===== src/rtl/io_pkg.sv =====
// Shared IO-side types: writeback entry layout and output-buffer state encoding.
package io_pkg;

    localparam int unsigned IODESTREGBITS  = 4;
    localparam int unsigned IODATABITWIDTH = 16;

    typedef struct packed {
        logic                      RegFlag;
        logic                      MemFlag;
        logic [IODESTREGBITS-1:0]  DestReg;
        logic [IODATABITWIDTH-1:0] Data;
    } IOWriteback_t;

    typedef enum logic {
        BUF_EMPTY = 1'b0,
        BUF_FULL  = 1'b1
    } wb_buf_state_e;

endpackage


===== src/rtl/round_robin_select.sv =====
// Combinational round-robin picker: first requester at or after ptr_i, wrapping.
module round_robin_select #(
    parameter int unsigned N    = 4,
    parameter int unsigned PTRW = 2
) (
    input  logic [N-1:0]    req_i,
    input  logic [PTRW-1:0] ptr_i,
    output logic [N-1:0]    grant_o,
    output logic [PTRW-1:0] idx_o
);

    localparam logic [PTRW:0] NW = (PTRW+1)'(N);

    logic [PTRW:0]   sum;
    logic [PTRW-1:0] j;
    logic            found;

    always_comb begin
        grant_o = '0;
        idx_o   = '0;
        found   = 1'b0;
        sum     = '0;
        j       = '0;
        for (int unsigned k = 0; k < N; k++) begin
            sum = {1'b0, ptr_i} + (PTRW+1)'(k);
            if (sum >= NW) begin
                sum = sum - NW;
            end
            j = sum[PTRW-1:0];
            if (!found && req_i[j]) begin
                found      = 1'b1;
                grant_o[j] = 1'b1;
                idx_o      = j;
            end
        end
    end

endmodule


===== src/rtl/io_writeback_arbiter.sv =====
// Round-robin merge of device writeback responses into a one-entry CPU writeback buffer;
// completion-only responses are acknowledged, dropped and counted.
module io_writeback_arbiter
    import io_pkg::*;
#(
    parameter int unsigned PORTCOUNT     = 4,
    parameter int unsigned DATABITWIDTH  = 16,
    parameter int unsigned DROPCOUNTBITS = 8
) (
    input  logic                                clk,
    input  logic                                sync_rst,
    input  logic                                clk_en,
    input  logic [PORTCOUNT-1:0]                Dev_REQ,
    output logic [PORTCOUNT-1:0]                Dev_ACK,
    input  logic [PORTCOUNT-1:0]                Dev_RegResponseFlag,
    input  logic [PORTCOUNT-1:0]                Dev_MemResponseFlag,
    input  logic [PORTCOUNT*IODESTREGBITS-1:0]  Dev_DestReg,
    input  logic [PORTCOUNT*DATABITWIDTH-1:0]   Dev_Data,
    output logic                                WritebackREQ,
    input  logic                                WritebackACK,
    output logic                                WritebackRegFlag,
    output logic                                WritebackMemFlag,
    output logic [IODESTREGBITS-1:0]            WritebackDestReg,
    output logic [DATABITWIDTH-1:0]             WritebackData,
    output logic [DROPCOUNTBITS-1:0]            DroppedCount
);

    localparam int unsigned PTRW = (PORTCOUNT > 1) ? $clog2(PORTCOUNT) : 1;

    typedef struct packed {
        logic                     RegFlag;
        logic                     MemFlag;
        logic [IODESTREGBITS-1:0] DestReg;
        logic [DATABITWIDTH-1:0]  Data;
    } wb_entry_t;

    wb_buf_state_e            state_q;
    wb_entry_t                buf_q;
    wb_entry_t                sel_d;
    logic [PTRW-1:0]          rr_ptr_q;
    logic [PTRW-1:0]          rr_ptr_d;
    logic [PTRW-1:0]          grant_idx;
    logic [PORTCOUNT-1:0]     grant;
    logic [DROPCOUNTBITS-1:0] drop_cnt_q;
    logic [DROPCOUNTBITS-1:0] drop_cnt_d;
    logic                     accept;
    logic                     xfer;
    logic                     load;
    logic                     drop;
    logic                     drain;

    round_robin_select #(
        .N    (PORTCOUNT),
        .PTRW (PTRW)
    ) u_rr (
        .req_i   (Dev_REQ),
        .ptr_i   (rr_ptr_q),
        .grant_o (grant),
        .idx_o   (grant_idx)
    );

    // A FULL buffer can take a new entry only in the cycle it drains.
    always_comb begin
        accept  = clk_en & ((state_q == BUF_EMPTY) | WritebackACK);
        Dev_ACK = accept ? grant : '0;
        xfer    = accept & (|Dev_REQ);
        drain   = clk_en & (state_q == BUF_FULL) & WritebackACK;

        sel_d.RegFlag = Dev_RegResponseFlag[grant_idx];
        sel_d.MemFlag = Dev_MemResponseFlag[grant_idx];
        sel_d.DestReg = Dev_DestReg[int'(grant_idx)*IODESTREGBITS +: IODESTREGBITS];
        sel_d.Data    = Dev_Data[int'(grant_idx)*DATABITWIDTH +: DATABITWIDTH];

        load = xfer & (sel_d.RegFlag | sel_d.MemFlag);
        drop = xfer & ~(sel_d.RegFlag | sel_d.MemFlag);

        rr_ptr_d   = (grant_idx == PTRW'(PORTCOUNT-1)) ? '0 : grant_idx + 1'b1;
        drop_cnt_d = (drop && (drop_cnt_q != '1)) ? drop_cnt_q + 1'b1 : drop_cnt_q;
    end

    always_ff @(posedge clk) begin
        if (sync_rst) begin
            state_q    <= BUF_EMPTY;
            buf_q      <= '0;
            rr_ptr_q   <= '0;
            drop_cnt_q <= '0;
        end else if (clk_en) begin
            if (load) begin
                state_q <= BUF_FULL;
                buf_q   <= sel_d;
            end else if (drain) begin
                state_q <= BUF_EMPTY;
            end
            if (xfer) begin
                rr_ptr_q <= rr_ptr_d;
            end
            drop_cnt_q <= drop_cnt_d;
        end
    end

    assign WritebackREQ     = (state_q == BUF_FULL);
    assign WritebackRegFlag = buf_q.RegFlag;
    assign WritebackMemFlag = buf_q.MemFlag;
    assign WritebackDestReg = buf_q.DestReg;
    assign WritebackData    = buf_q.Data;
    assign DroppedCount     = drop_cnt_q;

endmodule


===== config.mk =====
export PLATFORM = sky130hd
export DESIGN_NAME = io_writeback_arbiter
export DESIGN_NICKNAME = d
export VERILOG_FILES = /design/src/rtl/io_pkg.sv /design/src/rtl/round_robin_select.sv /design/src/rtl/io_writeback_arbiter.sv
export SDC_FILE = /design/constraint.sdc
export NUM_CORES = 1
export LEC_CHECK = 0
export ABC_AREA = 1
export BUFFER_PORTS_ARGS = -buffer_cell sky130_fd_sc_hd__buf_4
export CAP_MARGIN = 0
export CORE_ASPECT_RATIO = 1.4
export CORE_UTILIZATION = 48
export DETAILED_ROUTE_END_ITERATION = 10
export PLACE_DENSITY_LB_ADDON = 0.08
export SLEW_MARGIN = 20
export SYNTH_ARGS = -nofsm -noshare
export SYNTH_HDL_FRONTEND = slang
export SYNTH_SLANG_ARGS = --single-unit

===== constraint.sdc =====
create_clock -name clk -period 3.4 [get_ports clk]
set_input_delay 0.34 -clock clk [delete_from_list [all_inputs] [get_ports clk]]
set_output_delay 0.34 -clock clk [all_outputs]
set_load 0.02 [all_outputs]

After elaboration in Yosys (flattened, before gate mapping)
Index checks and enable logic that the tools add are counted.
- add/sub/neg operators: 9
- $lt $le $gt $ge: 13
- equality and inequality tests: 2
- shift-type cells: 2
- muxes and demuxes: 39
- bitwise gates (word level): 13
- reduce and logical (&&, ||, !) cells: 17
- operators with widths (operator ; count):
    variable part select 64 x 7 -> 16 bit ; 1
    two-way mux 4 bit ; 5
    two-way mux 2 bit ; 9
    variable part select 16 x 5 -> 4 bit ; 1
    less-than comparator 2 x 3 -> 1 bit (second input constant) ; 5
    two-way mux 1 bit ; 15
    binary-select mux 1 bit (select 2 bit) ; 6
    bitwise OR 4 bit ; 3
    >= comparator 3 bit (second input constant) ; 3
    adder 8 x 1 -> 8 bit (second input constant) ; 1
    demux 1 bit (select 2 bit) ; 4
    >= comparator 2 x 1 -> 1 bit (second input constant) ; 4
    logical AND 1 bit ; 8
    inequality test 8 bit (second input constant) ; 1
    AND reduction 2 bit ; 4
    subtractor 2 x 1 -> 2 bit (second input constant) ; 4
    adder 2 x 2 -> 3 bit (second input constant) ; 2
    bitwise AND 1 bit ; 6
    OR reduction 4 bit ; 1
    adder 2 x 1 -> 3 bit (second input constant) ; 1
    >= comparator 2 x 3 -> 1 bit (second input constant) ; 1
    logical NOT 1 bit ; 3
    adder 2 x 1 -> 2 bit (second input constant) ; 1
    equality test 2 bit (second input constant) ; 1
    3 further kinds ; 5
- register bits: 33
- output and inout port bits: 35
- logic and storage cells: 102

Longest topological paths before layout
Gate-level depths: netlist of run 1.
- depth in word-level cells: 21
- gate-level depth with buffers: 20

Cells and area by module
A second synthesis of run 1 with hierarchy kept.
- cells, all modules: 416
- area total of the unflattened synthesis: 2593.7 sq um
- by module, submodules not included (module ; instances ; cells an instance ; area an instance (sq um)):
    io_writeback_arbiter ; 1 ; 343 ; 2154.6
    round_robin_select ; 1 ; 73 ; 439.2

Worst setup path before layout of run 1
OpenSTA, ideal clock, no wires.
- kind: reg2reg
- from: register rr_ptr_q[0]
- to: register buf_q (netlist bit WritebackData[0])
- library setup time: 132 ps
- arrival: 2420 ps
- required time: 3268 ps
- path slack: 848 ps
- stages on the path, launching flop included: 20
- cell sequence: dfxtp_1 buf_6 inv_6 ha_1 inv_1 nand3_1 nand2_2 inv_2 nor2_8 nand4_2 nand2_2 buf_6 nand2_1 nand3_2 nand2_4 nand2_4 nand2_2 buf_6 nand2_1 a21oi_1
- longest elaborated chain between the ends: 19
- RTL lines (what ; RTL line ; RTL):
    from (decl) ; io_writeback_arbiter.sv:40 ; logic [PTRW-1:0] rr_ptr_q;
    from (signal assigned) ; io_writeback_arbiter.sv:95 ; rr_ptr_q <= rr_ptr_d;
    branches (longest 13 deep; another with adder 2 x 1 -> 3 bit) ; -- ;
    two-way mux 2 bit * ; round_robin_select.sv:30 ; if (!found && req_i[j]) begin
    branches (longest 5 deep; another with variable part select 64 x 7 -> 16 bit) ; -- ;
    to (signal assigned) ; io_writeback_arbiter.sv:90 ; buf_q <= sel_d;
    to (decl) ; io_writeback_arbiter.sv:38 ; wb_entry_t buf_q;
Mark *: on every way between the ends. The select of a mux whose other input is x is not followed.
A chain may end at the register's enable or synchronous reset.

Worst setup path in the final report of run 1
- from: register rr_ptr_q[1]
- to: register buf_q (netlist bit WritebackData[0])
The elaborated chain is that of the path after synthesis.

==> results.cfg, run 1 <==
[drt]
detail_route.iter0.violations = 231
vias = 3401
finalWirelength_um = 8170
viasPerCell = 5.17
drt.antenna.violating_nets = 0
avgRoutedWirePerCell_um = 12.4
drcViolationCount = 0
dr.pass1.iters = 4

[global_routing]
grt-ovfl-total = 0
grt_max_degree = 63
globalRouteTotalUtil = 0.269
grt_antenna_before_repair = 0
grt_pass1_vias = 3083
first_pass_grt_wire_length_um = 13300

[cts]
clk_pin_slew_ns = 0.07
clock_tree.htree_level_count = 2
cts.path.max_buffers = 2
cts_setup_buffers = 0
tritoncts = yes
clock_latency_ns = 0.28
cts_root_buffer = sky130_fd_sc_hd__clkbuf_8
clock-sinks = 33
postCtsHoldBufs = 0
ctsResizeCount = 0
cts_inserted_buffers = 5

[setup_path]
worstPathArrival_ns = 3.37
end_kind = register
timing.critical_path.required_ns = 3.61
r2r_slack_ns = 0.24
startpoint_type = register
timing.reg2reg.worst_path_depth = 14
critical_path_class = reg2reg
critical_path.reg2reg.endpoint = WritebackData[0]$_SDFFE_PP0P_
critical_path.reg2reg.startpoint = rr_ptr_q[1]$_SDFFE_PP0P_
timing.critical_path.fanout_max = 62

[floorplan]
die_w_um = 67.1
starting_utilization_of_the_core_area = 0.508
coreArea_um2 = 5610
die-area_um2 = 6240
ioPinCount = 131
standard_cell_row_count = 32
die-height_um = 93.1

[yosys]
synth.avg_cell_area_um2 = 6.05
mappedNetlistNets = 574
yosysWarningCount = 0
library_cells_used_by_synthesis = 29
ys_seq_area_frac = 0.232
postSynthRegisterBits = 33
mappedNetlistArea_um2 = 2850
synth_largest_type_area_fraction = 0.232
synthCells = 470
synth.top_cells.by_area = sky130_fd_sc_hd__dfxtp_1 (23%), sky130_fd_sc_hd__nand2_1 (16%), sky130_fd_sc_hd__nand3_1 (12%)
yosysTopAreaCell = sky130_fd_sc_hd__dfxtp_1

[timing]
post_route_worst_setup_slack_ns = 0.245
slew_violations = 0
fin_setup_tns_ns = 0
period_share = 0.928
max_freq_mhz = 317
final.setup_skew_ns = 0.00589
grt_setup_unrepaired = false
timing.max_slew.rel_slack = 0.471
worstMarginPinSlew_ns = 0.790
finalSetupViolations = 0
hold_violations = 0
post-route-min-period_ns = 3.16

[hold_path]
worst_hold_path.num_cells = 2
holdPathEnd = WritebackDestReg[1]$_SDFFE_PP0P_
min-delay-start = sync_rst
worst_hold_path_type = in2reg

[finish]
final_util = 0.699
antenna-diode-count = 0
n_fill_cell = 545
area_growth_syn_to_layout_pct = 37.6
post_route_cells_drive_above_1_share = 0.285
layout.nets = 693

[power_and_ir_drop]
power_density_nw_per_um2 = 761
leak_pwr_nw = 2.06
ir_worst_vdd_v = 0.000540

[flow_run]
timing.max_cap.violations = 0

[placement]
dpl.hpwl_um = 6280
io_port_bufs = 130
gp_routability_congestion = 0.822
place_ws_ns = 0.331

[status]
status = finished, final reports clean
-- cell families (layout without fill, tap and decap cells) --
kind of cell	after synthesis	after routing	share of synthesized area
AO/OA/AOI/OAI	64	64	0.116
XOR/XNOR	7	7	0.0215
buffers and inverters	90	210	0.136
adder cells (fa/ha/maj)	8	8	0.0352
AND/OR/NAND/NOR	268	268	0.459
flip-flops	33	33	0.232
-- worst max-delay path by stage --
stage	startpoint	to	slack [ns]
after CTS	rr_ptr_q[1]$_SDFFE_PP0P_	WritebackData[5]$_SDFFE_PP0P_	0.31
after detailed placement	rr_ptr_q[1]$_SDFFE_PP0P_	WritebackData[5]$_SDFFE_PP0P_	0.33
after floorplan	rr_ptr_q[0]$_SDFFE_PP0P_	WritebackData[0]$_SDFFE_PP0P_	0.85
final	rr_ptr_q[1]$_SDFFE_PP0P_	WritebackData[0]$_SDFFE_PP0P_	0.24
after global routing	rr_ptr_q[1]$_SDFFE_PP0P_	WritebackData[0]$_SDFFE_PP0P_	0.01
after global placement	rr_ptr_q[1]$_SDFFE_PP0P_	WritebackData[0]$_SDFFE_PP0P_	0.46
-- Yosys cell counts --
library cell	n
sky130_fd_sc_hd__nand2_2	9
sky130_fd_sc_hd__nor2_8	1
sky130_fd_sc_hd__nand2_4	4
sky130_fd_sc_hd__nand3_2	4
sky130_fd_sc_hd__nor2_4	1
sky130_fd_sc_hd__inv_1	62
sky130_fd_sc_hd__dfxtp_1	33
sky130_fd_sc_hd__buf_1	1
sky130_fd_sc_hd__clkbuf_1	12
sky130_fd_sc_hd__a31oi_1	2
sky130_fd_sc_hd__o21ai_0	24
sky130_fd_sc_hd__nand4_2	1
sky130_fd_sc_hd__nand2_1	125
sky130_fd_sc_hd__nand4_1	12
sky130_fd_sc_hd__buf_6	4
sky130_fd_sc_hd__a21oi_1	34
sky130_fd_sc_hd__xor2_1	6
sky130_fd_sc_hd__buf_4	2
sky130_fd_sc_hd__nand3_1	66
sky130_fd_sc_hd__nand3b_1	20
sky130_fd_sc_hd__ha_1	8
sky130_fd_sc_hd__nor3_1	1
sky130_fd_sc_hd__inv_6	1
sky130_fd_sc_hd__inv_2	2
sky130_fd_sc_hd__buf_2	6
sky130_fd_sc_hd__a22oi_1	3
sky130_fd_sc_hd__o21ai_1	1
sky130_fd_sc_hd__xnor2_1	1
sky130_fd_sc_hd__nor2_1	24
-- layer usage --
layer / track usage / vias up / part of all wire
met2: 0.480 / 114 / 0.51
li1: - / 1751 / -
met3: 0.0439 / 6 / 0.056
met5: 0 / - / 0
met1: 0.326 / 1530 / 0.42
met4: 0.0621 / 0 / 0.010
-- through the flow --
step,total power (W),hold slack [ns],instances,area (um2)
finish,0.00298,0.455,658,3920
global route,0.00326,0.453,658,3920
CTS,0.00298,0.447,658,3910
detailed placement,0.00269,0.459,650,3820
global placement,0.00264,0.449,650,3820
floorplan,0.00219,0.409,470,2850
-- cells in the final DEF, fill, tap and decap left out, types with 2 or more instances in the layout --
cell type | Yosys | layout
sky130_fd_sc_hd__a31oi_1 | 2 | 2
sky130_fd_sc_hd__xor2_1 | 6 | 6
sky130_fd_sc_hd__ha_1 | 8 | 8
sky130_fd_sc_hd__nand4_1 | 12 | 12
sky130_fd_sc_hd__nand3b_1 | 20 | 20
sky130_fd_sc_hd__nand2_1 | 125 | 125
sky130_fd_sc_hd__nand3_2 | 4 | 4
sky130_fd_sc_hd__inv_1 | 62 | 62
sky130_fd_sc_hd__nand3_1 | 66 | 66
sky130_fd_sc_hd__nor2_1 | 24 | 24
sky130_fd_sc_hd__nand2_4 | 4 | 5
sky130_fd_sc_hd__a22oi_1 | 3 | 3
sky130_fd_sc_hd__nand2_2 | 9 | 8
sky130_fd_sc_hd__buf_4 | 2 | 137
sky130_fd_sc_hd__clkinvlp_4 | 0 | 3
sky130_fd_sc_hd__dfxtp_1 | 33 | 33
sky130_fd_sc_hd__o21ai_0 | 24 | 24
sky130_fd_sc_hd__a21oi_1 | 34 | 34
sky130_fd_sc_hd__clkbuf_8 | 0 | 5
sky130_fd_sc_hd__inv_2 | 2 | 2
-- power breakdown --
group	total [W]	leakage (nW)	switching, W	internal [W]
Clock	0.000290	0.0364	0.000147	0.000143
Combinational	0.00217	1.76	0.00141	0.000751
Sequential	0.000524	0.270	0.0000544	0.000470
-- registers in the layout, summed over array words and instances, names as in the netlist --
signal	cells
rr_ptr_q	2
WritebackMemFlag	1
WritebackREQ	1
WritebackDestReg	4
WritebackData	16
WritebackRegFlag	1
DroppedCount	8
-- final cells by class --
cell class                      instances  area (um2)  share of cell area
Tap cell                               68        85.1              0.0217
Inverter                               65         249              0.0636
Timing Repair Buffer                  137        1030               0.263
Sequential cell                        33         661               0.169
Clock inverter                          3        22.5             0.00575
Clock buffer                            5        68.8              0.0176
Multi-Input combinational cell        347        1800               0.460
-- critical path, cell delays in order (launching register included) --
cell,delay (ns)
sky130_fd_sc_hd__dfxtp_1,0.47
sky130_fd_sc_hd__inv_1,0.20
sky130_fd_sc_hd__ha_1,0.38
sky130_fd_sc_hd__inv_1,0.11
sky130_fd_sc_hd__nand3_1,0.09
sky130_fd_sc_hd__nand2_2,0.13
sky130_fd_sc_hd__inv_2,0.08
sky130_fd_sc_hd__nor2_8,0.13
sky130_fd_sc_hd__nand4_2,0.18
sky130_fd_sc_hd__nand2_2,0.17
sky130_fd_sc_hd__buf_4,0.50
sky130_fd_sc_hd__nor2_1,0.07
sky130_fd_sc_hd__o21ai_0,0.30
sky130_fd_sc_hd__nand3_1,0.12
sky130_fd_sc_hd__a21oi_1,0.14
(Power assumes the default switching activity.)
==> inputs of run 2 (changes only) <==
- RECOVER_POWER: not set -> 50
==> run 2 against run 1 <==
  * Sequential cell count did not move
  * Count of clock-buffer cells in the layout did not move
  * Wire length fell by 0.59%
  * Core utilization fell by 2.1 points
  * Critical path depth did not move
  * Non-clock buffer count did not move
  * Largest power group unchanged
  * Design area fell by 3.0%
  * Critical path type unchanged
==> results.cfg, run 2 (synthesis results as in run 1) <==
[finish]
layout_commonest_cell = sky130_fd_sc_hd__nand2_1
area_growth_syn_to_layout_pct = 33.6
layoutNonFillerInstCount = 658
layout_common_cells = sky130_fd_sc_hd__nand2_1 (125), sky130_fd_sc_hd__buf_4 (106), sky130_fd_sc_hd__nand3_1 (66)
post_route_cells_drive_above_1_share = 0.232
largest_register_ffs = 16
layout.nets = 693
antenna-diode-count = 0

[floorplan]
standard_cell_row_count = 32
ioPinCount = 131
starting_utilization_of_the_core_area = 0.508
die_w_um = 67.1
coreArea_um2 = 5610
die-height_um = 93.1
die-area_um2 = 6240

[timing]
max_freq_mhz = 318
finalSetupViolations = 0
hold_violations = 0
worstMarginPinSlew_ns = 0.790
slew_violations = 0
post-route-min-period_ns = 3.15
timing.max_slew.rel_slack = 0.471
period_share = 0.926
final.setup_skew_ns = 0.00677
fin_hold_ws_ns = 0.457
grt_setup_unrepaired = false
fin_setup_tns_ns = 0

[drt]
detail_route.iter0.violations = 246
drcViolationCount = 0
viasPerCell = 5.15
dr.pass1.iters = 4
drt.antenna.violating_nets = 0
finalWirelength_um = 8130
avgRoutedWirePerCell_um = 12.3
vias = 3391

[setup_path]
cpMaxStageDelayCell = sky130_fd_sc_hd__buf_4
timing.critical_path.max_delay_family = buffers and inverters
timing.critical_path.required_ns = 3.61
end_kind = register
timing.critical_path.fanout_max = 62
worstPathArrival_ns = 3.36
worstPathCellList = inv_1 -> ha_1 -> inv_1 -> nand3_1 -> nand2_2 -> inv_2 -> nor2_8 -> nand4_2 -> nand2_2 -> buf_4 -> nor2_1 -> o21ai_0 -> nand3_1 -> a21oi_1
critical_path.max_stage_delay_ns = 0.49
critical_path_class = reg2reg
startpoint_type = register
cp.buffers_inverters = 4

[cts]
clock-sinks = 33
postCtsHoldBufs = 0
ctsResizeCount = 0
cts_inserted_buffers = 5
clock_tree.htree_level_count = 2
cts.path.max_buffers = 2
clock_latency_ns = 0.28
tritoncts = yes
cts_setup_buffers = 0
clk_pin_slew_ns = 0.07
cts_root_buffer = sky130_fd_sc_hd__clkbuf_8

[hold_path]
worst_hold_path_type = in2reg

[global_routing]
grt_max_degree = 63
grt_antenna_before_repair = 0
grt_use_met1 = 0.326
first_pass_grt_wire_length_um = 13300
grt.met2_usage = 0.480
met3_usage_in_global_routing = 0.0439
grt-ovfl-total = 0
grt_pass1_vias = 3083
gr-max-usage-layer = met2
globalRouteTotalUtil = 0.269

[placement]
count_of_placed_standard_cells_including_taps = 650
io_port_bufs = 130
dpl.hpwl_um = 6280
gp_routability_congestion = 0.822

[status]
status = finished, final reports clean

[power_and_ir_drop]
leak_pwr_nw = 1.93
power_density_nw_per_um2 = 767
ir_worst_vdd_v = 0.000536

[flow_run]
timing.max_cap.violations = 0
## run 2: changes by cell type in the layout (fill, tap and decap cells not counted)
cell	delta
sky130_fd_sc_hd__buf_4	-31
sky130_fd_sc_hd__clkbuf_1	+31
## run 2: path summary, 6_finish.rpt
check	from	to	slack, ns	depth (start not counted)
setup / recovery	rr_ptr_q[1]$_SDFFE_PP0P_	WritebackData[0]$_SDFFE_PP0P_	0.25	14
hold / removal	sync_rst	WritebackDestReg[1]$_SDFFE_PP0P_	0.46	2
setup reg to reg	rr_ptr_q[1]$_SDFFE_PP0P_	WritebackData[0]$_SDFFE_PP0P_	0.25	14
hold reg to reg	WritebackDestReg[1]$_SDFFE_PP0P_	WritebackDestReg[1]$_SDFFE_PP0P_	0.46	2
## run 2: metrics by stage
step	setup WS, ns	area [um2]	power, W	utilization
after detailed placement	0.331	3820	0.00269	0.681
final	0.251	3800	0.00291	0.678
after global placement	0.457	3820	0.00264	0.681
after floorplan	0.848	2850	0.00219	-
after global routing	0.0132	3800	0.00321	0.678
after CTS	0.309	3910	0.00298	0.698
## run 2: layout make-up
| class | instances | area, um2 |
|---|---|---|
| fill | 578 | 1810 |
| multi-input combinational | 347 | 1800 |
| timing repair buffer | 137 | 912 |
| sequential | 33 | 661 |
| inverter | 65 | 249 |
| tap | 68 | 85.1 |
| clock buffer | 5 | 68.8 |
| clock inverter | 3 | 22.5 |
## run 2: layer usage
| metal | vias to the layer above | part of all wire | wire length (um) |
|---|---|---|---|
| li1 | 1753 | - | - |
| met1 | 1513 | 0.42 | 3410 |
| met2 | 119 | 0.51 | 4150 |
| met3 | 6 | 0.060 | 489 |
| met4 | 0 | 0.010 | 81 |
| met5 | - | 0 | 0 |
## run 2: where the power goes
part	internal, W	switching (W)
sequential	0.000470	0.0000529
combinational	0.000694	0.00141
clock	0.000143	0.000147
total	0.00131	0.00161
